`config.mk`:
```
export PLATFORM = sky130hd
export DESIGN_NAME = sd_spi_card_responder
export DESIGN_NICKNAME = d
export VERILOG_FILES = /design/src/rtl/sd_spi_card_responder.sv
export SDC_FILE = /design/constraint.sdc
export NUM_CORES = 1
export LEC_CHECK = 0
export BUFFER_PORTS_ARGS = -buffer_cell sky130_fd_sc_hd__clkbuf_2
export CELL_PAD_IN_SITES_DETAIL_PLACEMENT = 0
export CELL_PAD_IN_SITES_GLOBAL_PLACEMENT = 1
export CORE_ASPECT_RATIO = 0.5
export CORE_UTILIZATION = 35
export CTS_BUF_LIST = sky130_fd_sc_hd__clkbuf_2 sky130_fd_sc_hd__clkbuf_4 sky130_fd_sc_hd__clkbuf_8
export DETAILED_ROUTE_END_ITERATION = 7
export PLACE_DENSITY_LB_ADDON = 0.25
export SLEW_MARGIN = 5
export SYNTH_ARGS = -nofsm -noshare
export SYNTH_HDL_FRONTEND = slang
export SYNTH_SLANG_ARGS = --single-unit
```
`constraint.sdc`:
```
create_clock -name clk -period 2 [get_ports clk]
set_input_delay 0.3 -clock clk [delete_from_list [all_inputs] [get_ports clk]]
set_output_delay 0.3 -clock clk [all_outputs]
set_load 0.05 [all_outputs]
```
`src/rtl/sd_spi_card_responder.sv`:
```
// SPI-mode SD card responder: oversamples SD_CK on clk, decodes 48-bit
// command frames from SD_MOSI and returns R1/R3/R7 responses on SD_MISO.
// Build option: define SD_CRC7_CHECK_EN to validate the CRC7 and end bit of
// each frame. Without it, the CRC byte is ignored.
module sd_spi_card_responder #(
  parameter int unsigned N_NCR        = 1,
  parameter int unsigned INIT_RETRIES = 3,
  parameter logic [31:0] OCR_VALUE    = 32'hC0FF8000
) (
  input  logic       clk,
  input  logic       rst_n,
  input  logic       SD_CK,
  input  logic       SD_MOSI,
  output logic       SD_MISO,
  output logic       card_idle,
  output logic       cmd_valid,
  output logic [5:0] cmd_index
);

  typedef enum logic [2:0] {HUNT, RX, DECODE, NCR, TX} state_t;

  localparam logic [6:0] NCR_LAST = 7'(N_NCR * 8 - 1);
  localparam logic [7:0] RETRIES  = 8'(INIT_RETRIES);

  state_t      state, state_next;
  logic [1:0]  ck_sync, mosi_sync;
  logic        ck_prev;
  logic        rise, fall, mosi_bit;
  logic [47:0] frame;
  logic [5:0]  bit_cnt, tx_cnt, tx_len;
  logic [6:0]  ncr_cnt;
  logic [39:0] resp_sr;
  logic        app_cmd;
  logic [7:0]  acmd41_cnt;

  logic [5:0]  idx;
  logic [31:0] arg;
  logic        crc_ok;
  logic [39:0] dec_resp;
  logic [5:0]  dec_len;
  logic        dec_idle, dec_app;
  logic [7:0]  dec_cnt;
  logic        unused_frame_bits;

  assign rise     = ck_sync[1] & ~ck_prev;
  assign fall     = ~ck_sync[1] & ck_prev;
  assign mosi_bit = mosi_sync[1];
  assign idx      = frame[45:40];
  assign arg      = frame[39:8];
  assign unused_frame_bits = ^{frame[47:46], arg[31:12], frame[7:0]};

`ifdef SD_CRC7_CHECK_EN
  function automatic logic [6:0] crc7(input logic [39:0] data);
    logic [6:0]  c;
    logic [39:0] d;
    logic        fb;
    c = '0;
    d = data;
    for (int unsigned i = 0; i < 40; i++) begin
      fb = c[6] ^ d[39];
      c  = {c[5:0], 1'b0};
      if (fb) c = c ^ 7'h09;
      d  = {d[38:0], 1'b0};
    end
    return c;
  endfunction
`endif

  // Two-flop synchronizers for the host clock and data, plus edge history
  always_ff @(posedge clk or negedge rst_n) begin
    if (!rst_n) begin
      ck_sync   <= '0;
      mosi_sync <= '1;
      ck_prev   <= 1'b0;
    end else begin
      ck_sync   <= {ck_sync[0], SD_CK};
      mosi_sync <= {mosi_sync[0], SD_MOSI};
      ck_prev   <= ck_sync[1];
    end
  end

  // FSM state register
  always_ff @(posedge clk or negedge rst_n) begin
    if (!rst_n) state <= HUNT;
    else        state <= state_next;
  end

  // Next-state logic
  always_comb begin
    state_next = state;
    case (state)
      HUNT:    if (rise && !mosi_bit) state_next = RX;
      RX: begin
        if (rise) begin
          if (bit_cnt == 6'd1 && !mosi_bit) state_next = HUNT;
          else if (bit_cnt == 6'd47)        state_next = DECODE;
        end
      end
      DECODE:  state_next = NCR;
      NCR:     if (fall && ncr_cnt == NCR_LAST) state_next = TX;
      TX:      if (fall && tx_cnt == tx_len) state_next = HUNT;
      default: state_next = HUNT;
    endcase
  end

  // Command decode: response selection and card-state update for the held frame
  always_comb begin
    dec_idle = card_idle;
    dec_app  = 1'b0;
    dec_cnt  = acmd41_cnt;
    dec_len  = 6'd8;
    dec_resp = '0;
`ifdef SD_CRC7_CHECK_EN
    crc_ok   = (crc7(frame[47:8]) == frame[7:1]) && frame[0];
`else
    crc_ok   = 1'b1;
`endif
    if (!crc_ok) begin
      dec_app        = app_cmd;
      dec_resp[39:32] = {4'b0000, 1'b1, 2'b00, card_idle};
    end else begin
      case (idx)
        6'd0: begin
          dec_idle        = 1'b1;
          dec_cnt         = '0;
          dec_resp[39:32] = 8'h01;
        end
        6'd8: begin
          dec_resp = {7'b0, card_idle, 20'h0, arg[11:0]};
          dec_len  = 6'd40;
        end
        6'd55: begin
          dec_app         = 1'b1;
          dec_resp[39:32] = {7'b0, card_idle};
        end
        6'd41: begin
          if (app_cmd) begin
            if (acmd41_cnt < RETRIES) dec_cnt = acmd41_cnt + 8'd1;
            if (dec_cnt >= RETRIES)   dec_idle = 1'b0;
            dec_resp[39:32] = {7'b0, dec_idle};
          end else begin
            dec_resp[39:32] = {5'b0, 1'b1, 1'b0, card_idle};
          end
        end
        6'd58: begin
          dec_resp = {7'b0, card_idle, OCR_VALUE};
          dec_len  = 6'd40;
        end
        default: dec_resp[39:32] = {5'b0, 1'b1, 1'b0, card_idle};
      endcase
    end
  end

  // Frame capture, card state, NCR fill and response shift-out
  always_ff @(posedge clk or negedge rst_n) begin
    if (!rst_n) begin
      SD_MISO    <= 1'b1;
      card_idle  <= 1'b1;
      cmd_valid  <= 1'b0;
      cmd_index  <= '0;
      app_cmd    <= 1'b0;
      acmd41_cnt <= '0;
      frame      <= '0;
      bit_cnt    <= '0;
      ncr_cnt    <= '0;
      tx_cnt     <= '0;
      tx_len     <= 6'd8;
      resp_sr    <= '0;
    end else begin
      cmd_valid <= 1'b0;
      case (state)
        HUNT: begin
          if (rise && !mosi_bit) begin
            frame   <= {frame[46:0], 1'b0};
            bit_cnt <= 6'd1;
          end
        end
        RX: begin
          if (rise) begin
            frame   <= {frame[46:0], mosi_bit};
            bit_cnt <= bit_cnt + 6'd1;
          end
        end
        DECODE: begin
          cmd_valid  <= 1'b1;
          cmd_index  <= idx;
          card_idle  <= dec_idle;
          app_cmd    <= dec_app;
          acmd41_cnt <= dec_cnt;
          resp_sr    <= dec_resp;
          tx_len     <= dec_len;
          ncr_cnt    <= '0;
          tx_cnt     <= '0;
          SD_MISO    <= 1'b1;
        end
        NCR: begin
          if (fall) begin
            ncr_cnt <= ncr_cnt + 7'd1;
            SD_MISO <= 1'b1;
          end
        end
        TX: begin
          if (fall) begin
            if (tx_cnt == tx_len) begin
              SD_MISO <= 1'b1;
            end else begin
              SD_MISO <= resp_sr[39];
              resp_sr <= {resp_sr[38:0], 1'b0};
              tx_cnt  <= tx_cnt + 6'd1;
            end
          end
        end
        default: ;
      endcase
    end
  end

endmodule

```
* After elaboration in Yosys (flattened, before gate mapping)
Index checks and enable logic that the tools add are counted.
Word-level totals: bits in registers 137, output and inout port bits 9, input port bits 4, logic and storage cells 106
Cells by class: order comparisons 2, bitwise logic cells 4, reductions and logical operators 20, $add $sub $neg 4, equality and inequality tests 21, mux-type cells 39
Operators with widths (number):
- $mux 46 | 2
- $pmux 46 s2 | 1
- $mux 40 | 2
- $pmux 40 s2 | 1
- $pmux 32 s2 | 1
- $mux 8 | 4
- $mux 6 | 5
- $eq 6x6->1 const B | 4
- $pmux 6 s2 | 2
- $mux 3 | 7
- $ne 2x2->1 const B | 8
- $pmux 8 s2 | 1
- $pmux 3 s5 | 1
- $pmux 7 s2 | 1
- $add 6x1->6 const B | 2
- $reduce_and 3->1 | 4
- $pmux 3 s3 | 1
- $add 8x1->8 const B | 1
- $ge 8x2->1 const B | 1
- $lt 8x2->1 const B | 1
- $reduce_bool 2->1 | 4
- $add 7x1->7 const B | 1
- $eq 7x3->1 const B | 1
- $mux 1 | 7
- 21 further kinds | 27

* Longest topological paths before layout
depth after elaboration 9, mapped depth 9, mapped depth without buffers 7

* Least setup slack after synthesis
No wires, ideal clock.
kind reg-to-reg, start point register tx_cnt[0], end point register resp_sr[31], clock period less this slack 2.012 ns, data arrival time 1.885 ns, stages on the path, launching flop included 9, required time 1.873 ns, library setup time 0.127 ns, path buffers 2, path slack -0.012 ns, cells stage by stage dfrtp_1 inv_1 ha_1 nor4bb_1 a211oi_4 nor2_2 buf_2 buf_2 a21oi_1
Between the ends: word-level cells in the longest chain between the ends 3
Ends and longest elaborated chain:
- start: declaration | line 30 | logic [5:0] bit_cnt, tx_cnt, tx_len;
- start signal: assignment | line 209 | tx_cnt <= tx_cnt + 6'd1;
- $eq 6x6->1 | line 204 | if (tx_cnt == tx_len) begin
- $ne 2x2->1 (no line)
- $reduce_and 3->1 (no line)
- end signal: assignment | line 190 | resp_sr <= dec_resp;
- end signal: assignment | line 208 | resp_sr <= {resp_sr[38:0], 1'b0};
- end: declaration | line 32 | logic [39:0] resp_sr;
No other way between the ends. A chain may end at the register's enable or synchronous reset.

* Worst setup path in the final report
start point register acmd41_cnt[2], end point register acmd41_cnt[0]
Between the ends: word-level cells in the longest chain between the ends 6
Ends and longest elaborated chain:
- start: declaration | line 34 | logic [7:0] acmd41_cnt;
- start signal: assignment | line 189 | acmd41_cnt <= dec_cnt;
- $lt 8x2->1 | line 138 | if (acmd41_cnt < RETRIES) dec_cnt = acmd41_cnt + 8'd1;
- $mux 8 | line 138
- $mux 8 | line 137 | if (app_cmd) begin
- $mux 8 | line 122 | case (idx)
- $mux 8 | line 137
- $pmux 8 s2 | line 122
No other way between the ends. The select of a mux whose other input is x is not followed.

==> impl_metrics.py <==
metrics = {
    "run_status": {
        "outcome": "finished, final reports clean",
    },
    "final_layout": {
        "diodes": 0,
        "area_growth_pct": 18.71,
        "layout-drive-gt1-share_pct": 14.11,
        "nets": 635,
        "fill_cells": 1500,
        "fin_cells": 842,
        "utilization_pct": 42.68,
    },
    "yosys": {
        "syn_inst": 594,
        "ys.flop_type": "dfrtp_1",
        "synth_seq_area_share_pct": 59.39,
        "muxShareOfSynthArea_pct": 0.4043,
        "synth_top_family_by_area": "simple AND/OR/NAND/NOR gates",
        "synth.avg_cell_area_sq_um": 9.378,
        "synth_fa_ha_area_share_pct": 1.348,
        "synth_edf_count": 0,
        "syn_area_sq_um": 5570,
        "synth-compound-area-share_pct": 10.85,
        "yosys_register_bits": 132,
        "synthSimpleGateAreaFrac_pct": 23.52,
        "synth_warnings": 0,
        "synthArstFlopShare_pct": 100.0,
        "synth_nets": 604,
        "synth_xor_area_share_pct": 1.730,
        "netlist-cell-type-count": 48,
    },
    "sta": {
        "worst_pin_slew_ns": 0.5587,
        "setup_viol": 0,
        "slew_headroom_pct": 62.46,
        "hold_viol": 0,
        "hold_ws_ns": 0.3546,
        "final.period_utilization_pct": 95.92,
        "maxSlewViolCount": 0,
        "timing.fmax_mhz": 521.3,
        "period_needed_ns": 1.918,
        "rsz0062_at_grt": "true",
        "worst_clock_skew_ns": 0.01525,
        "fin_setup_tns_ns": 0,
    },
    "worst_setup_path": {
        "required_ns": 2.32,
        "crit_type": "reg -> reg",
        "worstPathArrival_ns": 2.24,
        "crit_slowest_cell": "or4_1",
        "critical_path.endpoint_type": "register",
        "crit_chain": "or4_1, nor4_2, nor2b_1, or3_1, mux2_2",
        "r2r-start": "acmd41_cnt[2]",
        "cp-start-kind": "register",
        "rrSetupSlack_ns": 0.08,
        "cp_max_fo": 2,
        "reg2reg_to": "acmd41_cnt[0]",
        "max_stage_delay_ns": 0.56,
        "r2r_cells": 5,
        "critPathBufInv": 0,
        "crit_family": "simple AND/OR/NAND/NOR gates",
    },
    "routing": {
        "route.detailed.wl_per_inst_microns": 13.59,
        "wl_microns": 11440,
        "drtIter0Drc": 291,
        "drc_errors": 0,
        "vias": 3984,
        "dr.pass1.iters": 5,
        "vias_per_cell": 4.732,
        "ant_nets": 0,
    },
    "global_route": {
        "grt_use_total_pct": 15.13,
        "grt_pass1_wl_microns": 19670,
        "grt.overflow.total": 0,
        "grt_pass1_vias": 3905,
        "antenna_found_initial": 0,
        "grt_max_degree": 49,
    },
    "clocking": {
        "cts_htree_levels": 4,
        "clkTransAtPathRegs_ns": 0.08,
        "clockRootBuffer": "clkbuf_8",
        "cts_tree": "built",
        "numCtsBuffers": 17,
        "clk_latency_ns": 0.43,
        "cts_sinks": 132,
        "cts_buffer_depth": 2,
    },
    "worst_hold_path": {
        "holdCritStartpoint": "ck_sync[0]",
        "hold_end": "ck_sync[1]",
        "min_path_cells": 0,
        "hold_path.class": "reg -> reg",
    },
    "placed_design": {
        "place.gp.congestion": 0.7784,
        "placedCellCount": 807,
        "port_buffers": 12,
        "hpwlAfterDp_microns": 7018,
    },
    "floorplan": {
        "die_h_microns": 91.21,
        "rows": 32,
        "dieArea_sq_um": 16450,
        "core_sq_um": 15490,
        "die_w_microns": 180.4,
        "start_util_pct": 35.95,
        "io_pins": 13,
    },
    "power_and_ir_drop": {
        "p_leak_nw": 3.195,
        "cellPowerDensity_nw_per_um2": 1020,
        "irDropWorstVdd_uv": 349.7,
    },
    "job": {
        "drv_cap": 0,
    },
}
-- kinds of logic after synthesis --
group	after synthesis
adders and majority gates	6
DFF	132
buffers and inverters	38
xor gates and xnor gates	11
and+or+nand+nor	302
muxes	2
AOI/OAI and AO/OA	103
-- worst reg2reg max path: cells and delay by family, from the launching register on --
| kind | cells | cell delay, ns |
|---|---|---|
| multiplexers | 1 | 0.27 |
| AND/OR/NAND/NOR | 4 | 1.16 |
| flip-flops | 1 | 0.39 |
-- synth_stat cells, types with 3 or more instances --
cell	number	area share, %
nand2_1	223	15
dfrtp_1	128	58
o21ai_0	47	4.2
a21oi_1	31	2.8
clkbuf_1	20	1.3
nor2_1	16	1.1
and3_1	12	1.3
buf_2	9	0.81
nor3_1	8	0.72
xor2_1	8	1.3
inv_1	7	0.47
nand3_1	7	0.63
and2_1	6	0.67
ha_1	6	1.3
nand2b_1	6	0.67
or3_1	6	0.67
a22o_1	4	0.63
dfstp_2	4	1.9
a211oi_1	3	0.40
nand4_1	3	0.34
xnor2_1	3	0.47
-- per-layer routing --
| layer | track usage (%) | part of all wire [%] | vias up |
|---|---|---|---|
| met5 | 0 | 0 | - |
| met4 | 5.342 | 0.32 | 0 |
| met3 | 3.610 | 2.3 | 2 |
| met2 | 20.93 | 41 | 39 |
| met1 | 22.78 | 56 | 1908 |
| li1 | - | - | 2035 |
-- final cells by class --
type	count	area (sq um)	area share (%)
Inverter	7	26.28	0.3974
Sequential cell	132	3308	50.03
Multi-Input combinational cell	424	2171	32.83
Tap cell	204	255.2	3.860
Clock buffer	18	247.7	3.746
Clock inverter	14	222.7	3.368
Timing Repair Buffer	43	381.6	5.771
-- layout by cell type (no fill, tap or decap), types with 2 or more instances in the layout --
cell,Yosys,routed
a22o_1,4,4
clkbuf_2,0,11
xnor2_1,3,3
nor3_1,8,8
ha_1,6,6
nor2b_1,2,2
nor4_2,2,2
a211oi_1,3,3
buf_12,0,6
o31ai_1,2,2
dfstp_2,4,4
nand3_1,7,7
o22ai_1,2,2
clkinvlp_4,0,2
nand4_1,3,3
xor2_1,8,8
nor2_1,16,16
clkinv_4,0,2
inv_1,7,6
a21oi_1,31,31
buf_4,0,22
mux2_2,2,2
dlygate4sd3_1,0,3
a221oi_1,2,2
and2_1,6,6
a21o_1,2,2
nand2b_1,6,6
or4_1,2,2
dfrtp_1,128,128
inv_6,0,4
and3_1,12,12
or3_1,6,5
bufinv_16,0,5
nand2_1,223,223
clkbuf_8,0,18
o21ai_0,47,47
-- per-stage QoR --
step / worst slack, ns / area [sq um] / power [mW]
2_1_floorplan: 0.06832 / 5577 / 3.782
3_3_place_gp: 0.04646 / 6083 / 4.127
3_5_place_dp: 0.006596 / 6083 / 4.146
4_1_cts: 0.01129 / 6590 / 6.836
5_1_grt: -0.01460 / 6613 / 7.106
6_report: 0.08169 / 6613 / 6.742
-- power breakdown --
group	leakage (nW)	total, mW	switching (mW)	internal [mW]
logic	1.18	0.927	0.584	0.343
clock network	0.231	2.65	1.12	1.54
registers	1.78	3.16	0.223	2.94
total	3.20	6.74	1.92	4.82
-- worst max path at each step --
| stage | startpoint | end | slack, ns | depth (start not counted) |
|---|---|---|---|---|
| final | acmd41_cnt[2] | acmd41_cnt[0] | 0.08 | 5 |
| after global routing | acmd41_cnt[2] | acmd41_cnt[0] | -0.01 | 5 |
| after CTS | frame[41] | acmd41_cnt[0] | 0.01 | 5 |
| after detailed placement | acmd41_cnt[2] | acmd41_cnt[0] | 0.007 | 5 |
| after global placement | acmd41_cnt[2] | acmd41_cnt[0] | 0.05 | 5 |
| after floorplan | frame[41] | acmd41_cnt[0] | 0.07 | 5 |
-- state kept, by name, indices dropped and copies added, names as in the netlist, 2 cells and up --
register    cells
frame          46
resp_sr        40
acmd41_cnt      8
ncr_cnt         7
bit_cnt         6
cmd_index       6
tx_cnt          6
state           3
ck_sync         2
mosi_sync       2
-- timing repair --
item | CTS | global route
hold buffers | 3 | 0
hold endpoints to repair | 42 | 0
endpoints found under the setup margin | 1 | 15
gates resized for setup | 1 | 4
setup buffers | 0 | 0
(Power assumes the default switching activity.)
